`config.mk`:
```
export PLATFORM = sky130hd
export DESIGN_NAME = sa_skew_feeder
export DESIGN_NICKNAME = d
export VERILOG_FILES = /design/src/rtl/sa_skew_feeder.sv
export SDC_FILE = /design/constraint.sdc
export NUM_CORES = 1
export LEC_CHECK = 0
export BUFFER_PORTS_ARGS = -buffer_cell sky130_fd_sc_hd__buf_2
export CORE_MARGIN = 2
export CORE_UTILIZATION = 47
export DETAILED_ROUTE_END_ITERATION = 16
export GPL_ROUTABILITY_DRIVEN = 1
export HOLD_SLACK_MARGIN = 0.02
export PLACE_DENSITY = 0.81
export SLEW_MARGIN = 15
export SYNTH_ARGS = -nofsm -noshare
export SYNTH_HDL_FRONTEND = slang
export SYNTH_SLANG_ARGS = --single-unit
```
`constraint.sdc`:
```
create_clock -name clk -period 13 [get_ports clk]
set_input_delay 2.6 -clock clk [delete_from_list [all_inputs] [get_ports clk]]
set_output_delay 2.6 -clock clk [all_outputs]
set_load 0.01 [all_outputs]
```
`src/rtl/sa_skew_feeder.sv`:
```
// sa_skew_feeder: tile sequencer and diagonal skew feeder for the systolic MAC array.
module sa_skew_feeder #(
    parameter int LEN = 4,
    parameter int DATA_W = 16,
    parameter int K_W = 8
) (
    input  logic                  clk,
    input  logic                  rst,
    input  logic                  start,
    input  logic [K_W-1:0]        k_len,
    output logic                  busy,
    output logic                  done,
    input  logic                  in_valid,
    output logic                  in_ready,
    input  logic [LEN*DATA_W-1:0] a_data,
    input  logic [LEN*DATA_W-1:0] b_data,
    output logic                  sa_clear,
    output logic [LEN*DATA_W-1:0] sa_row_data,
    output logic [LEN-1:0]        sa_row_valid,
    output logic [LEN*DATA_W-1:0] sa_col_data,
    output logic [LEN-1:0]        sa_col_valid,
    input  logic                  sa_ready
);
    localparam int DC_W = $clog2(LEN + 1) + 1;
    typedef enum logic [2:0] {S_IDLE, S_CLEAR, S_FEED, S_DRAIN, S_WAIT, S_DONE} state_t;
    state_t state, state_nx;
    logic [K_W-1:0] kreg, bcnt;
    logic [DC_W-1:0] dcnt;
    logic hs, last_beat;
    assign busy = state != S_IDLE;
    assign done = state == S_DONE;
    assign in_ready = state == S_FEED;
    assign sa_clear = state == S_CLEAR;
    assign hs = in_valid & in_ready;
    assign last_beat = hs && (bcnt + K_W'(1) == kreg);
    always_comb begin
        state_nx = state;
        case (state)
            S_IDLE:  state_nx = start ? S_CLEAR : S_IDLE;
            S_CLEAR: state_nx = (kreg != '0) ? S_FEED : S_DRAIN;
            S_FEED:  state_nx = last_beat ? S_DRAIN : S_FEED;
            S_DRAIN: state_nx = (dcnt == DC_W'(LEN)) ? S_WAIT : S_DRAIN;
            S_WAIT:  state_nx = sa_ready ? S_DONE : S_WAIT;
            S_DONE:  state_nx = S_IDLE;
            default: state_nx = S_IDLE;
        endcase
    end
    // DRAIN lasts LEN+1 cycles so the deepest lane empties before ready is trusted
    always_ff @(posedge clk or posedge rst) begin
        if (rst) begin
            state <= S_IDLE;
            kreg  <= '0;
            bcnt  <= '0;
            dcnt  <= '0;
        end else begin
            state <= state_nx;
            if (state == S_IDLE && start) kreg <= k_len;
            bcnt <= (state == S_CLEAR) ? '0 : bcnt + K_W'(hs);
            dcnt <= (state == S_DRAIN) ? dcnt + DC_W'(1) : '0;
        end
    end
    for (genvar i = 0; i < LEN; i++) begin : g_lane
        logic [i:0]        v_sr;
        logic [DATA_W-1:0] a_sr [i+1];
        logic [DATA_W-1:0] b_sr [i+1];
        always_ff @(posedge clk or posedge rst) begin
            if (rst) begin
                v_sr <= '0;
                for (int j = 0; j <= i; j++) begin
                    a_sr[j] <= '0;
                    b_sr[j] <= '0;
                end
            end else begin
                v_sr[0] <= hs;
                a_sr[0] <= hs ? a_data[i*DATA_W +: DATA_W] : '0;
                b_sr[0] <= hs ? b_data[i*DATA_W +: DATA_W] : '0;
                for (int j = 1; j <= i; j++) begin
                    v_sr[j] <= v_sr[j-1];
                    a_sr[j] <= a_sr[j-1];
                    b_sr[j] <= b_sr[j-1];
                end
            end
        end
        assign sa_row_valid[i] = v_sr[i];
        assign sa_col_valid[i] = v_sr[i];
        assign sa_row_data[i*DATA_W +: DATA_W] = a_sr[i];
        assign sa_col_data[i*DATA_W +: DATA_W] = b_sr[i];
    end
endmodule

```
==> results by group <==
Run status
  • Status: finished clean

Global routing
  • All-Layer GR Usage: 14.9%
  • Vias in the first global route: 5,451
  • Initial antenna violation count: 7
  • Pin count of the biggest net entering global routing: 133
  • Congestion Overflow GR: 0
  • Global-route wire length before repair: 28,500 um

Synth
  • Flops & latches, synth: 347
  • Number of synthesized flops with an enable pin: 0
  • Synth top area share: 78.8%
  • Top cells by area, synth: dfrtp_1, and2_1, buf_4
  • Net Count, Synth: 831
  • Seq/Total Area, Yosys: 78.8%
  • Synthesized instance count: 685
  • Asr flop ratio synth: 100%
  • Mapped cell area: 0.0110 mm^2
  • Count of cell types in the netlist: 37
  • Syn avg cell area: 16.1 um^2
  • Yosys warns: 0
  • Prevailing post-synth register cell: dfrtp_1
  • Most frequent cells after synthesis: dfrtp_1, and2_1, buf_4, clkbuf_1, xnor2_1
  • Yosys top cell by area: dfrtp_1
  • Cell with the most instances after synthesis: dfrtp_1

Die
  • Die Width: 157 um
  • I/O Pins: 281
  • FP Rows: 56
  • Die height: 157 um
  • Die ar.: 0.0247 mm^2
  • Initial core utilization: 47.3%
  • Core footprint: 0.0233 mm^2

Timing
  • Max-Slew Margin vs Limit: 39.7%
  • Setup TNS: 0 ns
  • Hold slack: 0.329 ns
  • Worst-Margin Slew: 0.905 ns
  • Final setup fails: 0
  • Max Fclk: 0.227 GHz
  • Skew final: 0.0224 ns
  • Unrepaired setup endpoints after global routing: false
  • Final slew viol count: 0
  • Post-route minimum period: 4.40 ns
  • Endpoints failing hold: 0
  • Fin crit share: 33.9%

Drt
  • Routed WL: 18,400 um
  • DR iter-0 viols: 255
  • Antenna viol nets, final: 0
  • Routed len/inst: 14.9 um
  • Drt pass-1 iters: 4
  • DRC: 0
  • Vias post-DR: 5,279
  • Drt via density: 4.27

Placed design
  • RePlAce Congestion: 0.799
  • Number of I/O port buffers: 280
  • Final HPWL DP: 12,100 um

Finish
  • NumNets Final: 1,034
  • Layout cells sized above 1: 39.1%
  • Filler Cell Count: 1,830
  • Layout area overhead: 20.0%

Critical path
  • Worst path max stage delay: 0.59 ns
  • Arr. time, crit path: 1.80 ns
  • Crit. End Element: primary output
  • CP cell instances: nor3b_2, buf_2
  • Startpoint Class: flop
  • CP max stage cell: nor3b_2
  • Worst setup path class: reg -> out
  • Critical-path maximum fanout: 11
  • WP data required: 10.40 ns

Clock tree
  • Post-CTS Resized: 0
  • Clock Pin Slew Worst Setup and Hold Paths: 0.06 ns
  • H-tree depth: 2
  • Post-CTS setup buffers: 0
  • Num CTS Buffers: 36
  • Sinks on Clock Net: 347
  • Clk buf depth: 3
  • Root buf cell: clkbuf_16
  • Hold-fix buffers at CTS: 0
  • Latest clock arrival within the worst-skew pair: 0.51 ns
  • CTS tree: done

Run
  • # Max-Cap Violations: 0

Pwr
  • Leakage: 0.00705 uW
  • VDD IR-drop max: 0.115 mV
  • P per Cell Area: 205 mW/mm^2

Hold path
  • Worst Hold Class: reg -> reg
## report_power, final
part | internal (uW) | switching, uW | total [uW]
registers | 1270 | 79.7 | 1350
logic | 155 | 184 | 339
clock network | 626 | 394 | 1020
total | 2050 | 658 | 2710
## path summary, 6_finish.rpt
path	from	endpoint	slack (ns)	cells past startpoint
worst max register to register	state[2]$_DFF_PP0_	state[0]$_DFF_PP0_	10.48	6
min in group asynchronous	rst	g_lane[2].b_sr[31]$_DFF_PP0_	2.23	2
max in group asynchronous	rst	kreg[3]$_DFFE_PP0P_	9.23	3
worst max-delay path	state[2]$_DFF_PP0_	sa_clear	8.60	2
worst min-delay path	g_lane[3].b_sr[51]$_DFF_PP0_	g_lane[3].b_sr[35]$_DFF_PP0_	0.33	0
worst min register to register	g_lane[3].b_sr[51]$_DFF_PP0_	g_lane[3].b_sr[35]$_DFF_PP0_	0.33	0
## cell families after synthesis
group,count (synthesis),synth area share [%]
xor gates and xnor gates,18,1.43
buffers and inverters,123,7.84
adders and majority gates,5,0.568
AOI/OAI and AO/OA,10,0.557
muxes,8,0.818
DFF,347,78.8
and+or+nand+nor,174,9.94
## stage by stage
stage | util [%] | instances | power, uW | setup WS (ns) | cell area, um^2
after global placement | 51.6 | 1169 | 1690 | 8.36 | 12000
after global routing | 56.8 | 1235 | 2850 | 8.47 | 13200
after floorplan | - | 685 | 1640 | 0.778 | 11000
final | 56.8 | 1236 | 2710 | 8.60 | 13200
after detailed placement | 51.6 | 1169 | 1710 | 8.31 | 12000
after CTS | 56.8 | 1232 | 2750 | 8.57 | 13200
## state kept, by name (all words and copies together), names as in the netlist
name / cells
g_lane.a_sr: 112
g_lane.b_sr: 112
sa_col_data: 48
sa_row_data: 48
bcnt: 8
kreg: 8
dcnt: 4
g_lane.v_sr: 4
state: 3
## cell type report
| cell class | instances | area (um^2) | area share [%] |
|---|---|---|---|
| Inverter | 4 | 22.5 | 0.170 |
| Multi-Input combinational cell | 215 | 1470 | 11.1 |
| Tap cell | 319 | 399 | 3.02 |
| Sequential cell | 347 | 8680 | 65.7 |
| Clock buffer | 48 | 1010 | 7.61 |
| Antenna cell | 4 | 10.0 | 0.0757 |
| Clock inverter | 15 | 201 | 1.52 |
| Timing Repair Buffer | 284 | 1430 | 10.8 |
## worst max-delay path, delay by kind of cell, from the launching register on
kind          cells  cell delay (ns)
simple gates      1             0.59
flops             1             0.48
buf+inv           1             0.25
## cells in the final DEF, fill, tap and decap left out, drive strengths merged, types with 3 or more instances in the layout
cell type	netlist	layout
diode	0	4
dfrtp	347	347
nor2	11	11
nand3	8	8
mux2	8	8
o21ai	3	3
clkinvlp	0	3
and3	3	3
ha	5	5
xnor2	12	12
nand2	3	3
nor2b	4	4
inv	4	5
buf	106	284
clkinv	0	7
bufinv	0	4
or3	3	3
nor4	3	3
a21oi	3	3
clkbuf	13	48
and2	129	129
xor2	6	6
## layer usage
layer	GRT usage, %	routed length (um)	up-vias
met5	0	41	-
met4	6.19	629	6
met3	4.52	1300	47
met2	23.7	9050	180
met1	19.2	7400	2599
li1	-	-	2447
Note: power is estimated with default switching activity, not from simulation.
